File: src/rtl/fft_stage_ctrl_if.sv
// fft_stage_ctrl_if
//   Bundle between the FFT stage sequencer and its neighbours (top-level FFT
//   FSM, ping-pong RAM interface, twiddle ROM, butterfly unit).
//   slave  : the sequencer side (fft_stage_ctrl).
//   master : the controlling side (top-level FSM / testbench).
//   Signals:
//     start        transform request pulse (to sequencer)
//     busy, done   transform status
//     stage        current stage index
//     bank_select  ping-pong bank select (0: write bank0 / read bank1)
//     read_en, rd_address1/2, tw_index   read side of a butterfly
//     wr_en, wr_address1/2               delayed write side of a butterfly
//   Optional (FFT_CTRL_INVERSE_EN): inverse (to sequencer), tw_conj (from it).
interface fft_stage_ctrl_if #(
    parameter int N = 32
);
    localparam int LOG2N = $clog2(N);
    localparam int AW    = LOG2N;
    localparam int SW    = $clog2(LOG2N) + 1;

    logic          start;
    logic          busy;
    logic          done;
    logic [SW-1:0] stage;
    logic          bank_select;
    logic          read_en;
    logic [AW-1:0] rd_address1;
    logic [AW-1:0] rd_address2;
    logic          wr_en;
    logic [AW-1:0] wr_address1;
    logic [AW-1:0] wr_address2;
    logic [AW-2:0] tw_index;
`ifdef FFT_CTRL_INVERSE_EN
    logic          inverse;
    logic          tw_conj;
`endif

    modport slave (
`ifdef FFT_CTRL_INVERSE_EN
        input  inverse,
        output tw_conj,
`endif
        input  start,
        output busy, done, stage, bank_select,
        output read_en, rd_address1, rd_address2, tw_index,
        output wr_en, wr_address1, wr_address2
    );

    modport master (
`ifdef FFT_CTRL_INVERSE_EN
        output inverse,
        input  tw_conj,
`endif
        output start,
        input  busy, done, stage, bank_select,
        input  read_en, rd_address1, rd_address2, tw_index,
        input  wr_en, wr_address1, wr_address2
    );
endinterface

File: src/rtl/fft_stage_ctrl.sv
// fft_stage_ctrl
//   Radix-2 in-place FFT stage sequencer. After start it walks every
//   butterfly of every stage, issuing one read address pair + twiddle index
//   per cycle, and replays each pair as a write address pair after the
//   RAM + butterfly latency. The ping-pong bank select flips once per stage.
//   Ports:
//     clk    rising-edge clock
//     reset  synchronous active-high reset
//     bus    fft_stage_ctrl_if.slave (start/busy/done/stage/bank_select,
//            read and write address strobes, twiddle index)
//   Optional feature macro: FFT_CTRL_INVERSE_EN
//     adds bus.inverse (latched on start) and bus.tw_conj (= latched inverse
//     while read_en is high) for inverse transforms.
module fft_stage_ctrl #(
    parameter int N             = 32,
    parameter int RAM_LATENCY   = 1,
    parameter int BF_LATENCY    = 3,
    parameter int address_width = $clog2(N)
) (
    input  logic           clk,
    input  logic           reset,
    fft_stage_ctrl_if.slave bus
);
    localparam int LOG2N    = $clog2(N);
    localparam int AW       = address_width;
    localparam int KW       = AW - 1;
    localparam int SW       = $clog2(LOG2N) + 1;
    localparam int WR_DELAY = RAM_LATENCY + BF_LATENCY;

    localparam logic [SW-1:0]       LAST_STAGE = SW'(LOG2N - 1);
    localparam logic [KW-1:0]       K_LAST     = KW'(N / 2 - 1);
    // all delay-line slots except the output slot
    localparam logic [WR_DELAY-1:0] LOW_MASK   = {WR_DELAY{1'b1}} >> 1;

    localparam logic [1:0] S_IDLE  = 2'd0;
    localparam logic [1:0] S_READ  = 2'd1;
    localparam logic [1:0] S_DRAIN = 2'd2;
    localparam logic [1:0] S_SWAP  = 2'd3;

    logic [1:0]    r_state;
    logic [SW-1:0] r_stage;
    logic [KW-1:0] r_k;
    logic          r_bank;

    logic [WR_DELAY-1:0]         r_dl_vld;
    logic [WR_DELAY-1:0][AW-1:0] r_dl_a1;
    logic [WR_DELAY-1:0][AW-1:0] r_dl_a2;

    logic          w_read_en;
    logic          w_last_stage;
    logic          w_drain_done;
    logic [AW-1:0] w_span;
    logic [AW-1:0] w_kx;
    logic [AW-1:0] w_pos;
    logic [AW-1:0] w_rd1;
    logic [AW-1:0] w_rd2;
    logic [AW-1:0] w_tw;

    assign w_read_en    = (r_state == S_READ);
    assign w_last_stage = (r_stage == LAST_STAGE);
    // Only the output slot may still hold a write: that write issues this
    // cycle, so the stage is finished after it.
    assign w_drain_done = ~|(r_dl_vld & LOW_MASK);

    // Butterfly addressing: the top address is k with a 0 bit inserted at
    // bit position 'stage'; the bottom address has that bit set.
    always_comb begin
        w_span = AW'(1) << r_stage;
        w_kx   = AW'(r_k);
        w_pos  = w_kx & (w_span - AW'(1));
        w_rd1  = ((w_kx >> r_stage) << (r_stage + SW'(1))) + w_pos;
        w_rd2  = w_rd1 + w_span;
        w_tw   = w_pos << (LAST_STAGE - r_stage);
        if (!w_read_en) begin
            w_rd1 = '0;
            w_rd2 = '0;
            w_tw  = '0;
        end
    end

    // Sequencer FSM
    always_ff @(posedge clk) begin
        if (reset) begin
            r_state <= S_IDLE;
            r_stage <= '0;
            r_k     <= '0;
            r_bank  <= 1'b0;
        end else begin
            case (r_state)
                S_IDLE: begin
                    if (bus.start) begin
                        r_state <= S_READ;
                        r_stage <= '0;
                        r_k     <= '0;
                    end
                end
                S_READ: begin
                    if (r_k == K_LAST) begin
                        r_state <= S_DRAIN;
                        r_k     <= '0;
                    end else begin
                        r_k <= r_k + KW'(1);
                    end
                end
                S_DRAIN: begin
                    if (w_drain_done) r_state <= S_SWAP;
                end
                default: begin // S_SWAP
                    r_bank <= ~r_bank;
                    if (w_last_stage) begin
                        r_state <= S_IDLE;
                        r_stage <= '0;
                    end else begin
                        r_state <= S_READ;
                        r_stage <= r_stage + SW'(1);
                    end
                end
            endcase
        end
    end

    // Write delay line: replays each read pair WR_DELAY cycles later.
    always_ff @(posedge clk) begin
        if (reset) begin
            r_dl_vld <= '0;
            r_dl_a1  <= '0;
            r_dl_a2  <= '0;
        end else begin
            for (int i = WR_DELAY - 1; i > 0; i--) begin
                r_dl_vld[i] <= r_dl_vld[i-1];
                r_dl_a1[i]  <= r_dl_a1[i-1];
                r_dl_a2[i]  <= r_dl_a2[i-1];
            end
            r_dl_vld[0] <= w_read_en;
            r_dl_a1[0]  <= w_rd1;
            r_dl_a2[0]  <= w_rd2;
        end
    end

`ifdef FFT_CTRL_INVERSE_EN
    logic r_inverse;

    always_ff @(posedge clk) begin
        if (reset) begin
            r_inverse <= 1'b0;
        end else if (r_state == S_IDLE && bus.start) begin
            r_inverse <= bus.inverse;
        end
    end

    assign bus.tw_conj = w_read_en & r_inverse;
`endif

    assign bus.busy        = (r_state != S_IDLE);
    assign bus.done        = (r_state == S_SWAP) && w_last_stage;
    assign bus.stage       = r_stage;
    assign bus.bank_select = r_bank;
    assign bus.read_en     = w_read_en;
    assign bus.rd_address1 = w_rd1;
    assign bus.rd_address2 = w_rd2;
    assign bus.tw_index    = w_tw[AW-2:0];
    assign bus.wr_en       = r_dl_vld[WR_DELAY-1];
    assign bus.wr_address1 = r_dl_a1[WR_DELAY-1];
    assign bus.wr_address2 = r_dl_a2[WR_DELAY-1];
endmodule

File: src/flat_wrapper.sv
// flat-port wrapper written by rule: the top's interface ports become plain ports
module fft_stage_ctrl_flat 
#(
    parameter int N             = 32,
    parameter int RAM_LATENCY   = 1,
    parameter int BF_LATENCY    = 3,
    parameter int address_width = $clog2(N)
)
  (clk, reset, bus_start, bus_busy, bus_done, bus_stage, bus_bank_select, bus_read_en, bus_rd_address1, bus_rd_address2, bus_tw_index, bus_wr_en, bus_wr_address1, bus_wr_address2);
  fft_stage_ctrl_if #(.N(N)) bus_i ();
  input  logic clk;
  input  logic reset;
  input wire logic [$bits(bus_i.start)-1:0] bus_start;
  output wire logic [$bits(bus_i.busy)-1:0] bus_busy;
  output wire logic [$bits(bus_i.done)-1:0] bus_done;
  output wire logic [$bits(bus_i.stage)-1:0] bus_stage;
  output wire logic [$bits(bus_i.bank_select)-1:0] bus_bank_select;
  output wire logic [$bits(bus_i.read_en)-1:0] bus_read_en;
  output wire logic [$bits(bus_i.rd_address1)-1:0] bus_rd_address1;
  output wire logic [$bits(bus_i.rd_address2)-1:0] bus_rd_address2;
  output wire logic [$bits(bus_i.tw_index)-1:0] bus_tw_index;
  output wire logic [$bits(bus_i.wr_en)-1:0] bus_wr_en;
  output wire logic [$bits(bus_i.wr_address1)-1:0] bus_wr_address1;
  output wire logic [$bits(bus_i.wr_address2)-1:0] bus_wr_address2;
  assign bus_i.start = bus_start;
  assign bus_busy = bus_i.busy;
  assign bus_done = bus_i.done;
  assign bus_stage = bus_i.stage;
  assign bus_bank_select = bus_i.bank_select;
  assign bus_read_en = bus_i.read_en;
  assign bus_rd_address1 = bus_i.rd_address1;
  assign bus_rd_address2 = bus_i.rd_address2;
  assign bus_tw_index = bus_i.tw_index;
  assign bus_wr_en = bus_i.wr_en;
  assign bus_wr_address1 = bus_i.wr_address1;
  assign bus_wr_address2 = bus_i.wr_address2;
  fft_stage_ctrl #(.N(N), .RAM_LATENCY(RAM_LATENCY), .BF_LATENCY(BF_LATENCY), .address_width(address_width)) u_core (.clk(clk), .reset(reset), .bus(bus_i));
endmodule
File: config.mk
export PLATFORM = sky130hd
export DESIGN_NAME = fft_stage_ctrl_flat
export DESIGN_NICKNAME = d
export VERILOG_FILES = /design/src/rtl/fft_stage_ctrl_if.sv /design/src/rtl/fft_stage_ctrl.sv /design/src/flat_wrapper.sv
export SDC_FILE = /design/constraint.sdc
export NUM_CORES = 1
export LEC_CHECK = 0
export ABC_AREA = 1
export BUFFER_PORTS_ARGS = -buffer_cell sky130_fd_sc_hd__buf_2
export CAP_MARGIN = 5
export CORE_AREA = 2 2 100 102
export CTS_CLUSTER_DIAMETER = 150
export DETAILED_ROUTE_END_ITERATION = 8
export DIE_AREA = 0 0 102 104
export HOLD_SLACK_MARGIN = 0.02
export PLACE_DENSITY = 0.57
export SKIP_CTS_REPAIR_TIMING = 1
export SLEW_MARGIN = 20
export SYNTH_ARGS = -nofsm -noshare
export SYNTH_HDL_FRONTEND = slang
export SYNTH_SLANG_ARGS = --single-unit
File: constraint.sdc
create_clock -name clk -period 3.9 [get_ports clk]
set_clock_uncertainty 0.05 [all_clocks]
set_input_delay 0.585 -clock clk [delete_from_list [all_inputs] [get_ports clk]]
set_output_delay 0.585 -clock clk [all_outputs]
set_load 0.005 [all_outputs]
# Yosys cells after proc, flatten, opt, wreduce, memory -nomap -nowiden
# Cells that the tools add are included.
# classes
reduce_logical	10
n_shift	4
addsub	6
bitwise_logic	3
mux	13
n_eq_ne	8
# op_table
op	n
$mux W4	4
$pmux W4 S2	2
$add A5 B5 Y5	2
$mux W5	2
$add A4 B1 Y4 const B	2
$mux W2	3
$pmux W2 S3	1
$reduce_or A3 Y1	2
$and A4 B5 Y5	1
$shl A1 B4 Y5 const A	1
$shl A5 B4 Y4	1
$shl A5 B4 Y5	1
$shr A4 B4 Y5	1
$sub A5 B1 Y5 const B	1
$eq A2 B2 Y1 const B	2
$eq A4 B3 Y1 const B	1
$eq A4 B4 Y1 const B	1
$ne A2 B2 Y1 const B	2
$reduce_and A2 Y1	2
$reduce_bool A2 Y1	2
$sub A3 B4 Y4 const A	1
$reduce_and A3 Y1	1
$eq A2 B1 Y1 const B	1
$logic_not A2 Y1	1
5 further kinds	6
# word_totals
word_cells	57
out_inout_bits	33
in_bits	3
reg_bits	55

# Longest topological paths before layout
# Gate-level depths: netlist of the first run.
# depth
word_depth	6
mapped_depth	21
depth_no_buf	21

# Worst setup path before layout of the first run
# Ideal clock, no wire load.
# synth_path
path_kind	register to output
startpoint	reg u_core.r_stage[0], in the netlist u_core.bus.stage[0]
endpoint	out bus_rd_address2[4]
t_arrival_ps	3280
path_stages_with_launch	17
t_required_ps	3265
path_buffers	1
setup_slack_ps	-15
path_cell_list	dfxtp_1 -> inv_2 -> ha_1 -> buf_2 -> inv_1 -> nand4_2 -> nor2_1 -> ha_1 -> inv_1 -> fa_1 -> fa_1 -> nor2_1 -> o21ai_0 -> nand2_1 -> xor2_1 -> nand3_2 -> a21oi_1
# synth_via
elab_chain_cells	6
elab_cells_between_ends	9
classes_between	add/sub (4); shift (3); mux (1); bitwise (1)
# synth_lines
element	line	rtl
start, declared	fft_stage_ctrl.sv:41	logic [SW-1:0] r_stage;
start signal, assigned	fft_stage_ctrl.sv:115	r_stage <= r_stage + SW'(1);
parallel branches: the longest is 4 deep, another holds $add A5 B5 Y5	n/a	
$add A5 B5 Y5 *	fft_stage_ctrl.sv:72	w_rd2 = w_rd1 + w_span;
$mux W5 *	fft_stage_ctrl.sv:74	if (!w_read_en) begin
end, declared	flat_wrapper.sv:20	output wire logic [$bits(bus_i.rd_address2)-1:0] bus_rd_address2;
# Every way passes the cells marked *.

# Final worst setup path of the first run
# Same ends and word-level chain as after synthesis.

==> key figures, run 1 <==
Hold path
  – Hold path depth: 2
  – Min-Delay Path Class: flop to flop

Worst setup path
  – CP Depth: 16
  – Required arrival time at the worst endpoint: 3.26 ns
  – CP peak stage delay: 0.48 ns
  – CP Cell Sequence: buf_4 > ha_4 > ha_4 > inv_4 > nor2_4 > ha_2 > inv_1 > fa_2 > fa_1 > nor2_2 > o21ai_1 > nand2_1 > xor2_2 > nand3_2 > a21oi_2 > buf_2
  – Worst path most repeated cell: ha_4
  – Worst r2r path cells: 15
  – Crit path kind: flop to primary output
  – CP delay by family, top: adder cells
  – Worst Path Buf+Inv: 4
  – Worst Path Arrival: 3.41 ns
  – Crit-path max FO: 7
  – Setup crit end kind: primary output
  – Type of origin of the critical path: flop
  – Slowest CP cell: fa_2

Timing
  – Final hold slack: 0.343 ns
  – Setup tns final: -0.143 ns
  – Fin crit period: 4.04 ns
  – Fin worst setup slack: -0.143 ns
  – Final setup violating endpoints: 1
  – Slew Limit Fails: 0
  – Slew @ Worst Pin: 0.783 ns
  – Fin crit share: 104%
  – RSZ-0062 raised after global routing: true
  – Fmax: 247 MHz
  – Slew margin rel.: 47.8%
  – Hold Fails Final Rpt: 0

Layout
  – Antenna cells: 0
  – Fin nets: 460
  – Layout cells sized above 1: 34.1%
  – Area Overhead vs Synth: 32.1%
  – Post-layout util: 38.6%

Logic synthesis
  – Yosys reg bits: 55
  – Synth Area in Compound Gates: 7.71%
  – Post-Synth XOR/XNOR Area: 2.20%
  – Post-synth EDFFs: 0
  – Asr flop ratio synth: 0%
  – Synth top area cells: dfxtp_1 39%, inv_1 10%, ha_1 9.9%
  – Cell variety after synth: 35
  – Adder-Cell Fraction of Synth Area: 11.3%
  – Sequential fraction of the synthesis area: 39.4%
  – Synth area leader: dfxtp_1
  – Post-synthesis mux area share: 0%
  – Post-synth top cells: 76 x inv_1, 69 x nor2_1, 55 x dfxtp_1, 40 x nand2_1, 22 x ha_1
  – Synth Area in Simple Gates: 23.3%
  – Syn. warnings: 0
  – Count leader, synth: inv_1
  – Main combinational cell family by area after synthesis: simple AND/OR/NAND/NOR gates
  – Syn Inst Count: 372
  – Mean area per synthesized cell: 7.50 um2
  – Post-synth top area share: 39.4%
  – Post-synth top flop: dfxtp_1
  – Mapped Nets: 399
  – Post-Syn Area: 0.00279 mm2

Clock network
  – Clock Latency Late Sink: 0.31 ns
  – TritonCTS clock tree: yes
  – Max clock buf depth: 2
  – Worst-path clk slew: 0.11 ns
  – Cts bufs inserted: 5
  – H-tree levels: 2
  – Clk sink count: 55
  – Clk Tree Root Cell: clkbuf_8

Pwr
  – Total Power: 2.06 mW
  – Internal: 1.23 mW
  – Max VDD drop: 198 uV
  – Clock share of power: 15.8%
  – Static leakage: 1.68 nW
  – Combinational power share: 52.6%
  – Net switching power: 0.831 mW
  – Flop pwr share: 31.7%
  – Switching Share: 40.4%
  – Power Dens Cells: 558 mW/mm2

Drt
  – Top Layer Used: met4
  – DR vias/cell: 4.26
  – Antenna viol nets, final: 0
  – Met2 wire len: 3290 um
  – Iteration-0 DRC Markers: 96
  – # DRC: 0
  – Vias: 2415
  – Wire length on met1: 2640 um
  – Drt wl/cell: 11.3 um
  – WL final: 6420 um
  – Metal3 WL: 302 um
  – Drt pass-1 iters: 4

Floorplanning
  – Core Area: 0.00955 mm2
  – Die X: 102 um
  – Die Area: 0.0106 mm2
  – Num rows: 36
  – Initial core utilization: 29.2%
  – Top Ports: 36
  – Die height: 104 um

Outcome
  – Status: finished with violations
  – Failing checks: negative setup slack

GRT
  – Vias in the first global route: 2104
  – Initial antenna violation count: 0
  – Tot GR Track Use: 11.2%
  – GRT overflow: 0
  – First-pass GRT wire length: 9590 um
  – Largest net degree at the start of global routing: 46

Flow run
  – Max_cap viols: 0

Place
  – DPL Wire Length: 4540 um
  – PortBufs: 35
  – Setup slack at placement: -0.110 ns
  – Placer Congestion: 0.885
==> worst reg2reg max path, stage by stage (launching register included) <==
cell,delay [ns]
dfxtp_4,0.39
buf_4,0.15
ha_4,0.16
ha_4,0.27
inv_4,0.05
nor2_4,0.08
ha_2,0.18
inv_1,0.06
fa_2,0.48
fa_1,0.42
nor2_2,0.17
o21ai_1,0.08
nand2_1,0.10
xor2_2,0.18
nand3_2,0.10
a21oi_1,0.16
==> sequential cells by signal (all words and copies together) (netlist names) <==
register,count
u_core.r_state,2
u_core.bus.wr_address1,5
u_core.bus.stage,4
u_core.bus.bank_select,1
u_core.r_k,4
u_core.r_dl_vld,4
u_core.bus.wr_address2,5
u_core.r_dl_a2,15
u_core.r_dl_a1,15
==> worst paths after layout <==
check,slack (ns),endpoint,from
worst max-delay path,-0.14,bus_rd_address2[4],u_core.bus.stage[0]
worst min-delay path,0.34,u_core.r_dl_a2[12],u_core.r_dl_a2[7]
worst min register to register,0.34,u_core.r_dl_a2[12],u_core.r_dl_a2[7]
worst max register to register,0.75,u_core.r_dl_a2[4],u_core.bus.stage[0]
==> power groups by stage <==
stage / logic [mW] / registers (mW) / clock network, mW
floorplan: 0.519 / 0.661 / 0
global placement: 0.792 / 0.659 / 0
detailed placement: 0.806 / 0.661 / 0
CTS: 0.811 / 0.648 / 0.341
global route: 1.20 / 0.659 / 0.361
finish: 1.08 / 0.651 / 0.325
==> layer usage <==
metal  GRT usage (%)  up-vias
met5               0        -
met4            4.00        0
met3            2.55       17
met2            19.2       57
met1            13.5     1098
li1                -     1243
==> cells in the final DEF, fill, tap and decap left out, types with 2 or more instances in the layout <==
cell type and count:
inv_1 68, nor2_1 61, dfxtp_1 51, buf_4 36, buf_2 35, nand2_1 34, a21oi_1 13, ha_1 13
o21ai_0 11, nand3_1 11, nand3_2 10, nor2_4 7, nand2_2 7, inv_2 7, ha_4 7, clkbuf_8 5
inv_4 3, nand2_4 3, nor2_2 3, xor2_1 3, a31oi_1 3, buf_6 3, dfxtp_4 3, nor3_2 2
xor2_2 2, nand4_1 2, nor3_1 2, o21ai_1 2, o31ai_1 2, nor4_1 2, ha_2 2, clkinvlp_4 2
==> logic make-up after synthesis <==
family / after synthesis
compound gates: 38
flops: 55
fa+ha+maj: 24
simple gates: 149
xor+xnor: 7
buf+inv: 99
==> cell type report <==
cell class,count,area [um2]
Fill cell,1032,5860
Sequential cell,55,1110
Clock inverter,3,23.8
Tap cell,133,166
Inverter,79,312
Clock buffer,5,68.8
Multi-Input combinational cell,218,1530
Timing Repair Buffer,74,479
==> metrics by stage <==
stage | std cells | cell area [um2]
after global placement | 546 | 3190
after detailed placement | 546 | 3190
after global routing | 567 | 3690
after CTS | 554 | 3280
after floorplan | 372 | 2790
final | 567 | 3690
Power figures use the tool's default switching activity.
==> inputs of run 2 (changes only) <==
--- a/config.mk
+++ b/config.mk
@@ -5,7 +5,6 @@
 export SDC_FILE = /design/constraint.sdc
 export NUM_CORES = 1
 export LEC_CHECK = 0
-export ABC_AREA = 1
 export BUFFER_PORTS_ARGS = -buffer_cell sky130_fd_sc_hd__buf_2
 export CAP_MARGIN = 5
 export CORE_AREA = 2 2 100 102
@@ -13,9 +12,9 @@
 export DETAILED_ROUTE_END_ITERATION = 8
 export DIE_AREA = 0 0 102 104
 export HOLD_SLACK_MARGIN = 0.02
-export PLACE_DENSITY = 0.57
+export PLACE_DENSITY = 0.56
 export SKIP_CTS_REPAIR_TIMING = 1
-export SLEW_MARGIN = 20
+export SLEW_MARGIN = 0
 export SYNTH_ARGS = -nofsm -noshare
 export SYNTH_HDL_FRONTEND = slang
 export SYNTH_SLANG_ARGS = --single-unit
==> constraint.sdc (replaced) <==
create_clock -name clk -period 3.9 [get_ports clk]
set_clock_uncertainty 0.05 [all_clocks]
set_input_delay 0 -clock clk [delete_from_list [all_inputs] [get_ports clk]]
set_output_delay 0 -clock clk [all_outputs]
set_load 0.005 [all_outputs]
==> key figures, run 2 <==
Floorplanning
  – Die height: 104 um (unchanged)
  – Top Ports: 36 (unchanged)
  – Die X: 102 um (unchanged)
  – Core Area: 0.00955 mm2 (unchanged)
  – Num rows: 36 (unchanged)
  – Die Area: 0.0106 mm2 (unchanged)
  – Initial core utilization: 29.0% (-0.28 points)

Timing
  – Slew @ Worst Pin: 0.832 ns (+0.0491 ns)
  – Slew Limit Fails: 0 (unchanged)
  – Final hold slack: 0.183 ns (-0.160 ns)
  – Fin worst setup slack: 0.247 ns (+0.390 ns)
  – Fin crit share: 93.7% (-10 points)
  – Slew margin rel.: 44.5% (-3.3 points)
  – Fin crit period: 3.65 ns (-0.390 ns)
  – Final setup violating endpoints: 0 (-1)
  – Fmax: 274 MHz (+11%)
  – Hold Fails Final Rpt: 0 (unchanged)

Hold path
  – Hold path depth: 4 (+2)
  – Min-Delay Path Class: primary input to flop

Drt
  – Antenna viol nets, final: 0 (unchanged)
  – DR vias/cell: 4.44 (+4.2%)
  – # DRC: 0 (unchanged)
  – Drt pass-1 iters: 4 (unchanged)
  – Drt wl/cell: 12.1 um (+7.0%)
  – WL final: 5620 um (-12%)
  – Vias: 2060 (-15%)
  – Iteration-0 DRC Markers: 69 (-28%)

Place
  – Dpl cells: 455 (-17%)
  – Setup slack at placement: 0.275 ns (+0.384 ns)
  – DPL Wire Length: 4140 um (-8.8%)
  – PortBufs: 35 (unchanged)
  – Placer Congestion: 0.786 (-11%)
  – Post-place instance area: 0.00302 mm2 (-5.1%)

Logic synthesis
  – Mapped Nets: 330 (-17%)
  – Post-synth top area share: 39.8% (+0.37 points)
  – Count leader, synth: dfxtp_1
  – Post-synth top flop: dfxtp_1
  – Sequential fraction of the synthesis area: 39.8% (+0.37 points)
  – Yosys reg bits: 55 (unchanged)
  – Mean area per synthesized cell: 9.13 um2 (+22%)
  – Synth area leader: dfxtp_1
  – Syn Inst Count: 303 (-19%)
  – Post-synth EDFFs: 0 (unchanged)
  – Post-Syn Area: 0.00277 mm2 (-0.94%)
  – Asr flop ratio synth: 0% (unchanged)
  – Synth top area cells: dfxtp_1 40%, ha_1 10%, nor2b_1 9.7%
  – Syn. warnings: 0 (unchanged)
  – Cell variety after synth: 51 (+46%)
  – Post-synth top cells: 55 x dfxtp_1, 43 x nor2b_1, 23 x nor2_1, 22 x ha_1, 18 x inv_1

Worst setup path
  – CP delay by family, top: adder cells
  – Crit path kind: flop to primary output
  – Slowest CP cell: dfxtp_4
  – Worst r2r path cells: 15 (unchanged)
  – CP peak stage delay: 0.40 ns (-0.08 ns)
  – CP Depth: 17 (+1)
  – Worst Path Arrival: 3.60 ns (+0.19 ns)
  – Required arrival time at the worst endpoint: 3.85 ns (+0.59 ns)
  – Crit-path max FO: 9 (+2)
  – Worst Path Buf+Inv: 3 (-1)
  – Setup crit end kind: primary output
  – Type of origin of the critical path: flop
  – R2R setup slack: 0.60 ns (-0.15 ns)
  – Worst path most repeated cell: ha_1
  – CP Cell Sequence: inv_1 > ha_1 > ha_1 > nand2b_1 > ha_1 > nand2b_2 > inv_1 > ha_1 > a21o_1 > a21oi_1 > xnor2_1 > ha_1 > o21ai_0 > a21oi_1 > o21ai_0 > mux2i_1 > buf_2

Flow run
  – Max_cap viols: 0 (unchanged)

GRT
  – Largest net degree at the start of global routing: 48 (+4.3%)
  – Tot GR Track Use: 10.9% (-0.30 points)
  – GRT overflow: 0 (unchanged)
  – Vias in the first global route: 1941 (-7.7%)
  – First-pass GRT wire length: 9210 um (-4.0%)
  – Initial antenna violation count: 0 (unchanged)

Pwr
  – Switching Share: 37.2% (-3.2 points)
  – Flop pwr share: 37.1% (+5.4 points)
  – Power Dens Cells: 547 mW/mm2 (-2.0%)
  – Combinational power share: 40.4% (-12 points)
  – Total Power: 1.75 mW (-15%)
  – Max VDD drop: 186 uV (-6.5%)
  – Internal: 1.10 mW (-10%)
  – Net switching power: 0.650 mW (-22%)
  – Clock share of power: 22.5% (+6.7 points)
  – Static leakage: 1.43 nW (-15%)

Layout
  – Commonest non-fill, non-tap cell in the layout: dfxtp_1
  – Area Overhead vs Synth: 15.7%
  – Top flop regs: u_core.r_dl_a1 x15, u_core.r_dl_a2 x15
  – Post-route insts no fill: 464 (-18%)
  – Commonest cells after routing, fill and taps aside: 53 x dfxtp_1, 42 x nor2b_1, 35 x buf_2
  – Fin nets: 357 (-22%)
  – Post-route cell area: 0.00320 mm2 (-13%)
  – Multi-input logic area: 0.00150 mm2 (-1.7%)
  – Layout cells sized above 1: 22.1% (-12 points)
  – Register Area: 0.00111 mm2 (-0.67%)
  – Antenna cells: 0 (unchanged)
  – Fill cells: 1021 (-1.1%)

Clock network
  – Max clock buf depth: 2 (unchanged)
  – Worst-path clk slew: 0.10 ns (about the same)
  – Clk sink count: 55 (unchanged)
  – TritonCTS clock tree: yes
  – Clock Latency Late Sink: 0.31 ns (about the same)
  – H-tree levels: 2 (unchanged)
  – Clk Tree Root Cell: clkbuf_8
  – Cts bufs inserted: 5 (unchanged)

Outcome
  – Status: finished clean
[run 2: power groups by stage]
stage	clock, mW	combinational (mW)	sequential [mW]
4_1_cts	0.412	0.688	0.644
2_1_floorplan	0	0.498	0.645
3_3_place_gp	0	0.673	0.654
6_report	0.394	0.707	0.648
5_1_grt	0.434	0.793	0.656
3_5_place_dp	0	0.684	0.657
[run 2: cell type report]
| class | count | area share [%] |
|---|---|---|
| Clock buffer | 5 | 2.15 |
| Clock inverter | 3 | 1.49 |
| Inverter | 18 | 2.11 |
| Multi-Input combinational cell | 206 | 46.9 |
| Sequential cell | 55 | 34.6 |
| Tap cell | 133 | 5.20 |
| Timing Repair Buffer | 44 | 7.59 |
[run 2: logic make-up (layout without fill, tap and decap cells)]
kind of cell	Yosys count	after routing	synth area share, %
AO/OA/AOI/OAI	47	47	10.9
XOR/XNOR	8	8	2.53
adder cells (fa/ha/maj)	24	24	11.4
buffers and inverters	42	70	7.69
flip-flops	55	55	39.8
multiplexers	5	5	1.99
AND/OR/NAND/NOR	122	122	25.7
[run 2: stage by stage]
stage | TNS, ns | utilization, %
floorplan | 0 | -
global placement | 0 | 31.6
detailed placement | 0 | 31.6
CTS | -0.0878 | 32.9
global route | -0.00968 | 33.5
finish | 0 | 33.5
[run 2: final timing paths]
| path | start | end |
|---|---|---|
| worst max-delay path | u_core.bus.stage[0] | bus_rd_address2[4] |
| worst min register to register | u_core.r_dl_a1[1] | u_core.r_dl_a1[6] |
| worst max register to register | u_core.bus.stage[1] | u_core.r_dl_a2[3] |
| worst min-delay path | bus_start | u_core.r_k[1] |
[run 2: worst min-delay path, cell delays in order]
cell	delay, ns
buf_2	0.08
nand2b_1	0.22
a32oi_1	0.13
nor2_1	0.08
[run 2: routing by layer]
| metal | global-route usage (%) | share of wire [%] | vias to the layer above |
|---|---|---|---|
| li1 | - | - | 1062 |
| met1 | 13.1 | 45 | 951 |
| met2 | 19.0 | 50 | 40 |
| met3 | 2.49 | 3.7 | 7 |
| met4 | 3.43 | 0.84 | 0 |
| met5 | 0 | 0 | - |
==> inputs of run 3 (changes only) <==
--- a/config.mk
+++ b/config.mk
@@ -12,9 +12,9 @@
 export DETAILED_ROUTE_END_ITERATION = 8
 export DIE_AREA = 0 0 102 104
 export HOLD_SLACK_MARGIN = 0.02
-export PLACE_DENSITY = 0.56
+export PLACE_DENSITY = 0.55
 export SKIP_CTS_REPAIR_TIMING = 1
-export SLEW_MARGIN = 0
+export SLEW_MARGIN = 20
 export SYNTH_ARGS = -nofsm -noshare
 export SYNTH_HDL_FRONTEND = slang
 export SYNTH_SLANG_ARGS = --single-unit
==> constraint.sdc (replaced) <==
create_clock -name clk -period 3.5 [get_ports clk]
set_clock_uncertainty 0.05 [all_clocks]
set_input_delay 0 -clock clk [delete_from_list [all_inputs] [get_ports clk]]
set_output_delay 0 -clock clk [all_outputs]
set_load 0.01 [all_outputs]
==> key figures, run 3 (synthesis results as in run 2) <==
Timing
  – Slew @ Worst Pin: 0.822 ns (-0.00993 ns)
  – Fin crit period: 3.58 ns
  – Fin worst setup slack: -0.0752 ns (-0.322 ns)
  – Fmax: 280 MHz
  – Slew margin rel.: 45.2% (+0.66 points)
  – Setup tns final: -0.0752 ns (-0.0752 ns)
  – Slew Limit Fails: 0 (unchanged)
  – Final setup violating endpoints: 1 (+1)
  – RSZ-0062 raised after global routing: true
  – Fin crit share: 102%
  – Hold Fails Final Rpt: 0 (unchanged)

Floorplanning
  – Core Area: 0.00955 mm2 (unchanged)
  – Initial core utilization: 29.0% (unchanged)
  – Top Ports: 36 (unchanged)
  – Die X: 102 um (unchanged)
  – Die height: 104 um (unchanged)
  – Die Area: 0.0106 mm2 (unchanged)
  – Num rows: 36 (unchanged)

Drt
  – DR vias/cell: 4.43 (-0.18%)
  – WL final: 6030 um (+7.2%)
  – Antenna viol nets, final: 0 (unchanged)
  – # DRC: 0 (unchanged)
  – Drt wl/cell: 12.5 um (+3.2%)
  – Vias: 2136 (+3.7%)
  – Drt pass-1 iters: 4 (unchanged)
  – Iteration-0 DRC Markers: 82 (+19%)

Clock network
  – TritonCTS clock tree: yes
  – Worst-path clk slew: 0.10 ns (about the same)
  – H-tree levels: 2 (unchanged)
  – Clk Tree Root Cell: clkbuf_8
  – Clock Latency Late Sink: 0.32 ns (about the same)
  – Clk sink count: 55 (unchanged)
  – Max clock buf depth: 2 (unchanged)
  – Cts bufs inserted: 5 (unchanged)

Pwr
  – Flop pwr share: 33.9% (-3.2 points)
  – Power Dens Cells: 599 mW/mm2 (+9.5%)
  – Net switching power: 0.828 mW (+27%)
  – Static leakage: 1.53 nW (+7.1%)
  – Max VDD drop: 256 uV (+38%)
  – Internal: 1.30 mW (+18%)
  – Combinational power share: 48.3% (+7.9 points)
  – Clock share of power: 17.7% (-4.8 points)
  – Switching Share: 39.0% (+1.8 points)

Place
  – Post-place instance area: 0.00309 mm2 (+2.4%)
  – Placer Congestion: 0.842 (+7.1%)
  – PortBufs: 35 (unchanged)
  – DPL Wire Length: 4150 um (+0.42%)

Layout
  – Fin nets: 375 (+5.0%)
  – Layout cells sized above 1: 33.8% (+12 points)
  – Top flop regs: u_core.r_dl_a1 x15, u_core.r_dl_a2 x15
  – Antenna cells: 0 (unchanged)
  – Commonest cells after routing, fill and taps aside: 51 x dfxtp_1, 42 x nor2b_1, 35 x buf_2
  – Commonest non-fill, non-tap cell in the layout: dfxtp_1
  – Area Overhead vs Synth: 28.4%
  – Post-route cell area: 0.00355 mm2 (+11%)

GRT
  – First-pass GRT wire length: 9020 um (-2.1%)
  – Tot GR Track Use: 10.6% (-0.35 points)
  – GRT overflow: 0 (unchanged)
  – Initial antenna violation count: 0 (unchanged)
  – Vias in the first global route: 1892 (-2.5%)
  – Largest net degree at the start of global routing: 48 (unchanged)

Worst setup path
  – Worst Path Arrival: 3.53 ns (-0.07 ns)
  – Crit-path max FO: 6 (-3)
  – Worst r2r path cells: 15 (unchanged)
  – Required arrival time at the worst endpoint: 3.45 ns (-0.40 ns)
  – Crit path kind: flop to primary output
  – Type of origin of the critical path: flop
  – Setup crit end kind: primary output

Hold path
  – Hold path depth: 4 (unchanged)
  – Min-Delay Path Class: primary input to flop

Flow run
  – Max_cap viols: 0 (unchanged)

Outcome
  – Failing checks: negative setup slack
  – Status: finished with violations
[run 3: cell count changes in the layout (fill, tap and decap cells not counted), moves of 4 or more]
cell   before  now
buf_4       9   21
ha_1       21   13
ha_4        1    8
buf_6       0    5
inv_1      17   13
[run 3: worst paths after layout]
| check | startpoint | to | slack, ns |
|---|---|---|---|
| max | u_core.bus.stage[2] | bus_rd_address2[4] | -0.08 |
| min reg2reg | u_core.r_dl_a1[3] | u_core.r_dl_a1[8] | 0.38 |
| min | bus_start | u_core.r_k[1] | 0.15 |
| max reg2reg | u_core.bus.stage[2] | u_core.r_dl_a2[3] | 0.31 |
[run 3: stage by stage]
| step | util, % | power, mW | setup slack, ns | cells | hold slack, ns |
|---|---|---|---|---|---|
| after CTS | 33.4 | 1.93 | -0.428 | 472 | 0.160 |
| after floorplan | - | 1.29 | 0.00230 | 303 | 0.176 |
| after global routing | 37.2 | 2.28 | -0.240 | 482 | 0.213 |
| after global placement | 32.4 | 1.54 | 0.0146 | 464 | 0.346 |
| final | 37.2 | 2.13 | -0.0752 | 482 | 0.153 |
| after detailed placement | 32.4 | 1.55 | -0.0504 | 464 | 0.341 |
[run 3: worst max-delay path, stage by stage, from the launching register on]
cell and delay, ns:
dfxtp_4 0.41, clkinvlp_4 0.14, ha_4 0.32, o21ai_4 0.07
nor3_4 0.18, ha_4 0.17, inv_2 0.04, fa_2 0.38
xnor2_2 0.15, ha_1 0.33, nor2b_4 0.15, o21a_1 0.22
nor3_2 0.20, o21ai_1 0.11, mux2i_2 0.18, buf_2 0.16
[run 3: per-layer routing]
layer	vias to the layer above	GRT usage (%)	part of all wire, %
met3	10	2.08	3.0
met5	-	0	0
met1	987	13.9	45
met4	0	3.43	1.6
met2	43	17.2	50
li1	1096	-	-
[run 3: area by class of cell]
| cell class | instances | area, um2 |
|---|---|---|
| clock buffer | 5 | 68.8 |
| clock inverter | 3 | 26.3 |
| fill | 969 | 6000 |
| inverter | 18 | 76.3 |
| multi-input combinational | 206 | 1690 |
| sequential | 55 | 1110 |
| tap | 133 | 166 |
| timing repair buffer | 62 | 404 |
[run 3: power by group through the flow]
stage | sequential [mW] | clock [mW] | combinational [mW]
2_1_floorplan | 0.722 | 0 | 0.571
3_3_place_gp | 0.717 | 0 | 0.818
3_5_place_dp | 0.721 | 0 | 0.827
4_1_cts | 0.706 | 0.394 | 0.830
5_1_grt | 0.730 | 0.420 | 1.13
6_report | 0.722 | 0.377 | 1.03
